`config.mk`:
```
export PLATFORM = sky130hd
export DESIGN_NAME = ring_step_tracker
export DESIGN_NICKNAME = d
export VERILOG_FILES = /design/src/rtl/ring_pkg.sv /design/src/rtl/ring_step_classify.sv /design/src/rtl/ring_step_tracker.sv
export SDC_FILE = /design/constraint.sdc
export NUM_CORES = 1
export LEC_CHECK = 0
export CAP_MARGIN = 20
export CORE_UTILIZATION = 53
export CTS_BUF_LIST = sky130_fd_sc_hd__clkbuf_2 sky130_fd_sc_hd__clkbuf_4 sky130_fd_sc_hd__clkbuf_8
export DETAILED_ROUTE_END_ITERATION = 12
export GPL_TIMING_DRIVEN = 1
export PLACE_DENSITY = 0.78
export RECOVER_POWER = 50
export SLEW_MARGIN = 20
export SYNTH_ARGS = -nofsm -noshare
export SYNTH_HDL_FRONTEND = slang
export SYNTH_HIERARCHICAL = 1
export SYNTH_SLANG_ARGS = --single-unit
export TNS_END_PERCENT = 5
```
`constraint.sdc`:
```
create_clock -name clock -period 3.3 [get_ports clock]
set_clock_uncertainty 0.05 [all_clocks]
set_input_delay 0.66 -clock clock [delete_from_list [all_inputs] [get_ports clock]]
set_output_delay 0.66 -clock clock [all_outputs]
set_load 0.02 [all_outputs]
```
`src/rtl/ring_pkg.sv`:
```
// Shared types and rotation helpers for the ring step tracker.
package ring_pkg;

    typedef enum logic [2:0] {
        RC_HOLD,
        RC_UP,
        RC_DOWN,
        RC_AMBIG,
        RC_JUMP
    } ring_class_t;

    localparam int RING_MAX_W = 32;
    localparam int RING_IDX_W = $clog2(RING_MAX_W);

    // Rotations work on a zero-padded word; only the low w bits carry the ring.
    function automatic logic [RING_MAX_W-1:0] ring_rotl(
        input logic [RING_MAX_W-1:0] x,
        input int                    w
    );
        logic [RING_MAX_W-1:0] r;
        r = '0;
        r[0] = x[RING_IDX_W'(w - 1)];
        for (int i = 1; i < RING_MAX_W; i++) begin
            if (i < w) r[i] = x[i-1];
        end
        return r;
    endfunction

    function automatic logic [RING_MAX_W-1:0] ring_rotr(
        input logic [RING_MAX_W-1:0] x,
        input int                    w
    );
        logic [RING_MAX_W-1:0] r;
        r = '0;
        for (int i = 0; i < RING_MAX_W - 1; i++) begin
            if (i < w - 1) r[i] = x[i+1];
        end
        r[RING_IDX_W'(w - 1)] = x[0];
        return r;
    endfunction

endpackage

```
`src/rtl/ring_step_classify.sv`:
```
// Combinational classification of a ring transition from prev to ring.
module ring_step_classify
    import ring_pkg::*;
#(
    parameter int WIDTH = 4
) (
    input  logic [WIDTH-1:0] prev,
    input  logic [WIDTH-1:0] ring,
    output ring_class_t      cls
);

    logic [RING_MAX_W-1:0] prev_ext;
    logic [RING_MAX_W-1:0] ring_ext;
    logic                  is_up;
    logic                  is_dn;

    assign prev_ext = RING_MAX_W'(prev);
    assign ring_ext = RING_MAX_W'(ring);
    assign is_up    = (ring_ext == ring_rotl(prev_ext, WIDTH));
    assign is_dn    = (ring_ext == ring_rotr(prev_ext, WIDTH));

    // A pattern that is both a left and right rotation (e.g. 1010) gives no direction.
    always_comb begin
        cls = RC_JUMP;
        if (ring == prev)        cls = RC_HOLD;
        else if (is_up && is_dn) cls = RC_AMBIG;
        else if (is_up)          cls = RC_UP;
        else if (is_dn)          cls = RC_DOWN;
    end

endmodule

```
`src/rtl/ring_step_tracker.sv`:
```
// Tracks ring position/revolutions from sampled ring patterns; flags dead ring.
// Optional stall detector built when RING_STALL_DET_EN is defined.
module ring_step_tracker
    import ring_pkg::*;
#(
    parameter int WIDTH       = 4,
    parameter int REV_W       = 8,
    parameter int STALL_LIMIT = 8
) (
    input  logic                     clock,
    input  logic                     reset,
    input  logic                     in_valid,
    input  logic [WIDTH-1:0]         ring,
    input  logic                     clr_err,
    output logic                     step,
    output logic                     dir_up,
    output logic                     jump,
    output logic [$clog2(WIDTH)-1:0] pos,
    output logic [REV_W-1:0]         revs,
    output logic                     err,
    output logic                     stall
);

    localparam int                POS_W    = $clog2(WIDTH);
    localparam logic [POS_W-1:0] POS_LAST = POS_W'(WIDTH - 1);

    logic [WIDTH-1:0] prev;
    logic             primed;
    ring_class_t      cls;

    ring_step_classify #(.WIDTH(WIDTH)) u_classify (
        .prev (prev),
        .ring (ring),
        .cls  (cls)
    );

    always_ff @(posedge clock or negedge reset) begin
        if (!reset) begin
            step   <= 1'b0;
            dir_up <= 1'b0;
            jump   <= 1'b0;
            pos    <= '0;
            revs   <= '0;
            err    <= 1'b0;
            prev   <= '0;
            primed <= 1'b0;
        end else begin
            step <= 1'b0;
            jump <= 1'b0;
            if (clr_err) err <= 1'b0;
            if (in_valid) begin
                prev <= ring;
                // A dead ring sample overrides a same-cycle clear.
                if (ring == '0) err <= 1'b1;
                if (!primed) begin
                    primed <= 1'b1;
                    pos    <= '0;
                end else begin
                    case (cls)
                        RC_AMBIG: step <= 1'b1;
                        RC_UP: begin
                            step   <= 1'b1;
                            dir_up <= 1'b1;
                            if (pos == POS_LAST) begin
                                pos  <= '0;
                                revs <= revs + REV_W'(1);
                            end else begin
                                pos <= pos + POS_W'(1);
                            end
                        end
                        RC_DOWN: begin
                            step   <= 1'b1;
                            dir_up <= 1'b0;
                            if (pos == '0) begin
                                pos  <= POS_LAST;
                                revs <= revs - REV_W'(1);
                            end else begin
                                pos <= pos - POS_W'(1);
                            end
                        end
                        RC_JUMP: begin
                            jump <= 1'b1;
                            pos  <= '0;
                        end
                        default: ;
                    endcase
                end
            end
        end
    end

`ifdef RING_STALL_DET_EN
    localparam int               CNT_W   = $clog2(STALL_LIMIT + 1);
    localparam logic [CNT_W-1:0] CNT_MAX = CNT_W'(STALL_LIMIT);

    logic [CNT_W-1:0] hold_cnt;

    always_ff @(posedge clock or negedge reset) begin
        if (!reset) begin
            hold_cnt <= '0;
            stall    <= 1'b0;
        end else if (in_valid && primed) begin
            if (cls == RC_HOLD) begin
                if (hold_cnt != CNT_MAX) begin
                    hold_cnt <= hold_cnt + CNT_W'(1);
                    stall    <= ((hold_cnt + CNT_W'(1)) == CNT_MAX);
                end
            end else begin
                hold_cnt <= '0;
                stall    <= 1'b0;
            end
        end
    end
`else
    // Detector absent: output held low whatever the limit.
    localparam logic STALL_OFF = (STALL_LIMIT > 0) ? 1'b0 : 1'b0;
    assign stall = STALL_OFF;
`endif

endmodule

```
======== Word level (Yosys, flattened, before mapping) ========
Cells that the tools add are included.
cells by class
  $add $sub $neg .......................... 4
  equal/unequal tests ..................... 11
  multiplexer cells ....................... 21
  reduce and logical (&&, ||, !) cells .... 8
operators by type and width
  operator                                               count
  2-to-1 mux 8 bit                                       2
  one-hot mux 8 bit (2 select lines)                     1
  equality test 4 bit                                    3
  2-to-1 mux 3 bit                                       4
  2-to-1 mux 1 bit                                       9
  adder 8 x 1 -> 8 bit, second input constant            1
  subtractor 8 x 1 -> 8 bit, second input constant       1
  equality test 3 x 2 -> 1 bit, second input constant    2
  2-to-1 mux 2 bit                                       3
  one-hot mux 2 bit (3 select lines)                     1
  AND reduction 5 bit                                    1
  zero test 4 bit                                        1
  inequality test 2 bit, second input constant           2
  inequality test 4 x 1 -> 1 bit, second input constant  1
  equality test 3 x 1 -> 1 bit, second input constant    1
  equality test 3 bit, second input constant             1
  AND reduction 3 bit                                    1
  OR reduction 3 bit                                     1
  adder 2 x 1 -> 2 bit, second input constant            1
  equality test 2 bit, second input constant             1
  zero test 2 bit                                        1
  one-hot mux 1 bit (2 select lines)                     1
  AND reduction 2 bit                                    1
  nonzero test 2 bit                                     1
  2 further kinds                                        2
storage, ports and cells
  register bits after elaboration ......... 19
  input bits .............................. 8
  output and inout bits ................... 15
  logic and storage cells ................. 52

======== Depth between registers and ports, before layout ========
Gate-level depths: netlist of the first run.
  depth after elaboration ................. 10
  mapped depth ............................ 14
  depth with buffers taken out ............ 11

======== Modules after synthesis ========
The synthesis of the first run kept the hierarchy.
modules (own cells, without submodules)
  module              instances  cells each  area each (sq um)  sequential area each (sq um)
  ring_step_tracker   1          139         1,257.5            475.5
  ring_step_classify  1          18          146.4              0.0

======== Worst setup path after synthesis of the first run ========
OpenSTA, ideal clock, no wires.
  path kind ............................... input to register
  start ................................... input ring[0]
  end ..................................... register revs[6]
  library setup time ...................... 0.069 ns
  data arrival time ....................... 3.150 ns
  required time ........................... 3.181 ns
  slack ................................... 0.031 ns
  stages .................................. 13
  path buffers ............................ 2
  path through ............................ xor2_1 -> nor4_2 -> and3b_1 -> or3b_1 -> buf_6 -> buf_2 -> xnor2_1 -> ha_1 -> nor2_1 -> o21bai_2 -> a21oi_2 -> or4_1 -> nand3_1
between the ends
  word-level cells in the longest chain between the ends .. 8
  elaborated cells between the ends (all ways) .. 15
  classes of those cells .................. 7 x eq/ne; 5 x mux; 3 x reduce/logical
ends and longest elaborated chain
  item                                                                          line                      text
  start: declaration                                                            ring_step_tracker.sv:13   input logic [WIDTH-1:0] ring,
  equality test 4 bit                                                           ring_step_classify.sv:20  assign is_dn = (ring_ext == ring_rotr(prev_ext, WIDTH));
  2-to-1 mux 3 bit                                                              ring_step_classify.sv:28  else if (is_dn) cls = RC_DOWN;
  2-to-1 mux 3 bit                                                              ring_step_classify.sv:27  else if (is_up) cls = RC_UP;
  2-to-1 mux 3 bit                                                              ring_step_classify.sv:26  else if (is_up && is_dn) cls = RC_AMBIG;
  2-to-1 mux 3 bit *                                                            ring_step_classify.sv:25  if (ring == prev) cls = RC_HOLD;
  net cls[2]                                                                    ring_step_tracker.sv:29   ring_class_t cls;
  equality test 3 x 2 -> 1 bit or equality test 3 x 1 -> 1 bit (tied branches)  ring_step_tracker.sv:59   case (cls)
  inequality test 2 bit (no source line) or nonzero test 2 bit (tied branches)  n/a
  AND reduction 5 bit (no source line)                                          n/a
  end signal: assignment                                                        ring_step_tracker.sv:66   revs <= revs + REV_W'(1);
  end signal: assignment                                                        ring_step_tracker.sv:76   revs <= revs - REV_W'(1);
  end: declaration                                                              ring_step_tracker.sv:19   output logic [REV_W-1:0] revs,
Mark *: on every way through the listed nets, which the timed path passes. The rest lies on a longest branch.
A chain may end at the register's enable or synchronous reset.

======== Final worst setup path of the first run ========
  start ................................... input ring[3]
  end ..................................... register revs[6]
Same word-level chain as after synthesis.

==> reports/results.txt, run 1 <==
most common cell after layout, fill and taps aside - dfrtp_1
GRT Util Overall - 22.8%
setup violators final - 0
HPWL after DPL - 2100 um
# rows - 18
slew margin rel. - 41.8%
number of synthesized register bits - 19
arrival time at the worst endpoint - 3.18 ns
Power per Cell Area - 388 nW/um^2
pre-CTS setup slack - -0.264 ns
Max VDD drop - 535 uV
crit path kind - in2reg
Routability Congestion - 0.782
diode count - 0
Slew @ Worst Pin - 0.870 ns
Sequential Area - 475 um^2
CTS tree - yes
Final Hold Viols - 0
largest net degree at the start of global routing - 20
Detail Route Antenna Nets - 0
Initial Util - 56.2%
share of cells above drive strength 1 - 18.8%
Leak Pwr - 0.000820 uW
CTS clk-pin slew, worst paths - 0.11 ns
1st-pass router iterations - 4
most frequent cells in the layout - dfrtp_1, buf_4, clkdlybuf4s50_1
vias per std cell - 5.48
Post-synth EDFFs - 0
area of the multi-input gates - 853 um^2
initial antenna violation count - 0
Top FF cell, synth - dfrtp_1
Crit path required time - 3.49 ns
hold crit path type - reg2reg
port bufs - 21
total number of vias - 1212
RSZ-0062 raised after global routing - no
first-pass GRT wire length - 4690 um
Fillers - 188
drt drc - 0
Worst Setup End Kind - flip-flop
post-synthesis net count - 171
cell count after synthesis - 157
total die area - 2860 um^2
nets - 206
distinct cell type count after synthesis - 46
Final WS setup - 0.317 ns
status - complete, no violations
Pwr Total - 692 uW
Post-synth ARST share - 100%
Util after Layout - 71.5%
vias in the first global route - 1123
Ys Warns - 6
Synth-to-Final Area Change - 27.3%
Core Area - 2500 um^2
die height - 53.5 um
CP Launch Type - input port
maximum clock rate - 0.335 GHz
# IOs - 23
Clock Tree Buf Depth - 2
Slew Limit Fails - 0
final hold slack - 0.486 ns
clk_lat worst skew - 0.30 ns
Num CTS Buffers - 3
CTS H-Tree Depth - 1
Starting DRT DRC Count - 24
register area share after synthesis - 33.9%
Die Wd - 53.5 um
fin crit share - 90.4%
WL/cell - 12.9 um
routed wire length - 2840 um
Max-Cap Viols - 0
critical path fanouts, max - 4
root buffer cell - clkbuf_4
average size of a mapped cell - 8.94 um^2
Netlist Area Pre-Place - 1400 um^2
CTS Sinks - 19
Tmin final - 2.98 ns
grt ovf - 0
[synth_stat cells, drive strengths merged, types with 3 or more instances]
cell type / instances / area (um^2)
ha: 6 / 75.1
a21oi: 7 / 38.8
inv: 5 / 18.8
nand3b: 3 / 22.5
mux2: 4 / 45.0
nand3: 9 / 45.0
nor3: 3 / 15.0
buf: 4 / 35.0
dfrtp: 19 / 475
nor2: 13 / 48.8
xor2: 8 / 70.1
o21ai: 12 / 60.1
nor4: 3 / 25.0
nand2: 12 / 45.0
clkbuf: 5 / 18.8
xnor2: 13 / 114
[critical path, cell delays in order]
cell	delay (ns)
dlymetal6s2s_1	0.17
xor2_1	0.16
nor4_2	0.35
and3b_2	0.26
or3b_4	0.39
xnor2_2	0.15
ha_2	0.20
nor2_1	0.06
o21bai_2	0.13
a21oi_2	0.09
or4_1	0.46
nand3_1	0.09
[report_power, final]
group	switching, uW	leakage (uW)	total (uW)	internal (uW)
Sequential	33.4	0.000240	295	262
Clock	75.3	0.0000184	131	55.3
Combinational	134	0.000562	266	132
Total	243	0.000820	692	449
[what timing repair did]
action	4_1_cts	5_1_grt
gates resized for setup	0	9
hold buffers	0	0
setup buffers	0	1
endpoints found under the setup margin	0	4
[kinds of logic (layout without fill, tap and decap cells)]
| family | count (synthesis) | in the layout | synth area share, % |
|---|---|---|---|
| AO/OA/AOI/OAI | 30 | 30 | 13.7 |
| adder cells (fa/ha/maj) | 6 | 6 | 5.35 |
| flip-flops | 19 | 19 | 33.9 |
| AND/OR/NAND/NOR | 59 | 59 | 22.7 |
| XOR/XNOR | 21 | 21 | 13.1 |
| other | 1 | 1 | 0.267 |
| multiplexers | 6 | 6 | 4.63 |
| buffers and inverters | 15 | 49 | 6.33 |
[metrics by stage]
stage	setup TNS (ns)	area (um^2)	cells
2_1_floorplan	0	1400	157
3_3_place_gp	-0.713	1730	216
3_5_place_dp	-1.00	1730	216
4_1_cts	0	1760	220
5_1_grt	0	1790	221
6_report	0	1790	221
[sequential cells by signal, indices dropped and copies added, names as in the netlist]
signal and flops:
primed 1, jump 1, revs 8, prev 4, step 1, pos 2, dir_up 1, err 1
[final timing paths]
kind                                startpoint  slack [ns]  depth (start not counted)                   to
max                                    ring[3]        0.32                         12  revs[6]$_DFFE_PN0P_
min                         dir_up$_DFFE_PN0P_        0.49                          2   dir_up$_DFFE_PN0P_
max reg2reg                prev[3]$_DFFE_PN0P_        0.36                         11  revs[6]$_DFFE_PN0P_
min reg2reg                 dir_up$_DFFE_PN0P_        0.49                          2   dir_up$_DFFE_PN0P_
max in group asynchronous                reset        1.81                          1   primed$_DFFE_PN0P_
min in group asynchronous                reset        0.85                          1        err$_DFF_PN0_
[layer usage]
metal	global-route usage, %	part of all wire [%]
met3	3.74	2.6
met4	9.21	2.3
met1	27.8	45
met2	39.2	50
met5	0	0
[cell type report]
type / count / share of cell area, %
flip-flops and latches: 19 / 26.6
inverters: 6 / 1.96
repair buffers: 39 / 19.9
well taps: 30 / 2.10
clock buffers: 4 / 1.68
multi-input cells: 123 / 47.8
(Power assumes the default switching activity.)
==> inputs of run 2 (changes only) <==
Settings changed: CORE_ASPECT_RATIO set to 1.1.
==> run 2 against run 1 <==
  * Final cell count is 1.4% higher
  * Routed wire length is 0.81% higher
  * Final area is 0.91% higher
  * Utilization grew 0.76 points
  * Die area hardly changed
  * Largest power group unchanged
  * Highest routed layer unchanged
==> reports/results.txt, run 2 (same netlist as run 1, synthesis figures left out) <==
slowest stage delay, CP - 0.48 ns
Starting DRT DRC Count - 30
largest registers - revs: 8 flops, prev: 4 flops, pos: 2 flops
vias per std cell - 5.42
Worst path slowest cell - or4_1
1st-pass router iterations - 4
share of cells above drive strength 1 - 19.7%
total die area - 2860 um^2
Clock Tree Buf Depth - 2
setup TNS - 0 ns
vias in the first global route - 1184
largest net degree at the start of global routing - 20
Crit path required time - 3.48 ns
slew margin rel. - 41.5%
first-pass GRT wire length - 4860 um
post-route cell area - 1800 um^2
status - complete, no violations
CTS clk-pin slew, worst paths - 0.11 ns
fin crit share - 92.3%
Comb power frac - 39.5%
Cell Area, Placed - 1740 um^2
Sequential Power Share - 43.6%
Max-Cap Viols - 0
CTS H-Tree Depth - 1
sw frac - 35.6%
HPWL after DPL - 2270 um
largest reg by FF count - revs
maximum clock rate - 0.328 GHz
Slew Limit Fails - 0
most frequent cells in the layout - dfrtp_1, buf_4, clkdlybuf4s50_1
setup violators final - 0
hold crit path type - reg2reg
grt ovf - 0
RSZ-0062 raised after global routing - no
clk_lat worst skew - 0.29 ns
Slew @ Worst Pin - 0.875 ns
initial antenna violation count - 0
crit path kind - in2reg
Core Area - 2500 um^2
Tmin final - 3.05 ns
CTS tree - yes
Worst Setup End Kind - flip-flop
Die Wd - 51.1 um
Clk pwr share - 16.9%
critical path fanouts, max - 5
root buffer cell - clkbuf_4
drt drc - 0
nets - 208
routed wire length - 2870 um
GRT Util Overall - 21.9%
Power per Cell Area - 376 nW/um^2
die height - 56.0 um
Initial Util - 56.2%
# rows - 19
P_sw - 242 uW
# IOs - 23
port bufs - 21
P_int - 437 uW
Max VDD drop - 416 uV
Routability Congestion - 0.844
WL/cell - 12.8 um
CP Launch Type - input port
CTS Sinks - 19
Synth-to-Final Area Change - 28.4%
max FFs per register - 8
cell-by-cell trace of the critical path - dlymetal6s2s_1, xor2_1, nor4_2, and3b_1, or3b_4, xnor2_2, ha_2, nor2_1, o21bai_2, a21oi_2, or4_1, nand3_1
Num CTS Buffers - 3
Leak Pwr - 0.000839 uW
Final Hold Viols - 0
diode count - 0
Detail Route Antenna Nets - 0
arrival time at the worst endpoint - 3.23 ns
total number of vias - 1215
-- run 2: power groups by stage --
stage / sequential [uW] / combinational [uW] / clock, uW
floorplan: 325 / 130 / 0
global placement: 297 / 252 / 0
detailed placement: 300 / 262 / 0
CTS: 295 / 263 / 121
global route: 301 / 290 / 128
finish: 296 / 268 / 115
-- run 2: timing repair --
item | 4_1_cts | 5_1_grt
hold buffers | 0 | 0
endpoints found under the hold margin | 0 | 0
setup buffers | 0 | 1
setup endpoints to repair | 0 | 3
gates resized for setup | 0 | 8
-- run 2: layout make-up --
type	count	area, um^2
timing repair buffer	41	374
multi-input combinational	123	852
clock buffer	3	22.5
clock inverter	1	5.00
sequential	19	475
fill	202	693
tap	31	38.8
inverter	6	35.0
-- run 2: worst max-delay path, delay by kind of cell --
kind / cells / cell delay, ns
xor gates and xnor gates: 2 / 0.34
buffers and inverters: 1 / 0.19
adders and majority gates: 1 / 0.20
AOI/OAI and AO/OA: 2 / 0.25
and+or+nand+nor: 6 / 1.59
-- run 2: per-layer routing --
metal,vias to the layer above,wire length (um),global-route usage (%)
met3,2,61,1.91
met1,573,1250,26.2
met5,-,0,0
met2,21,1540,40.4
met4,0,14,5.95
li1,619,-,-
-- run 2: final timing paths --
check | start | endpoint | slack, ns | cells past startpoint
worst max-delay path | ring[3] | revs[6]$_DFFE_PN0P_ | 0.25 | 12
worst min register to register | revs[2]$_DFFE_PN0P_ | revs[2]$_DFFE_PN0P_ | 0.48 | 1
worst max register to register | prev[3]$_DFFE_PN0P_ | revs[6]$_DFFE_PN0P_ | 0.34 | 11
max in group asynchronous | reset | revs[2]$_DFFE_PN0P_ | 1.80 | 1
worst min-delay path | revs[2]$_DFFE_PN0P_ | revs[2]$_DFFE_PN0P_ | 0.48 | 1
min in group asynchronous | reset | revs[6]$_DFFE_PN0P_ | 0.87 | 1
-- run 2: metrics by stage --
step	util, %	setup slack, ns	hold slack (ns)	std cells	power (uW)
6_report	72.2	0.254	0.479	224	679
5_1_grt	72.2	0.125	0.511	224	719
4_1_cts	70.9	0.0728	0.486	223	679
3_5_place_dp	69.8	-0.242	0.466	219	562
3_3_place_gp	69.8	-0.138	0.462	219	549
2_1_floorplan	-	0.0312	0.314	157	455
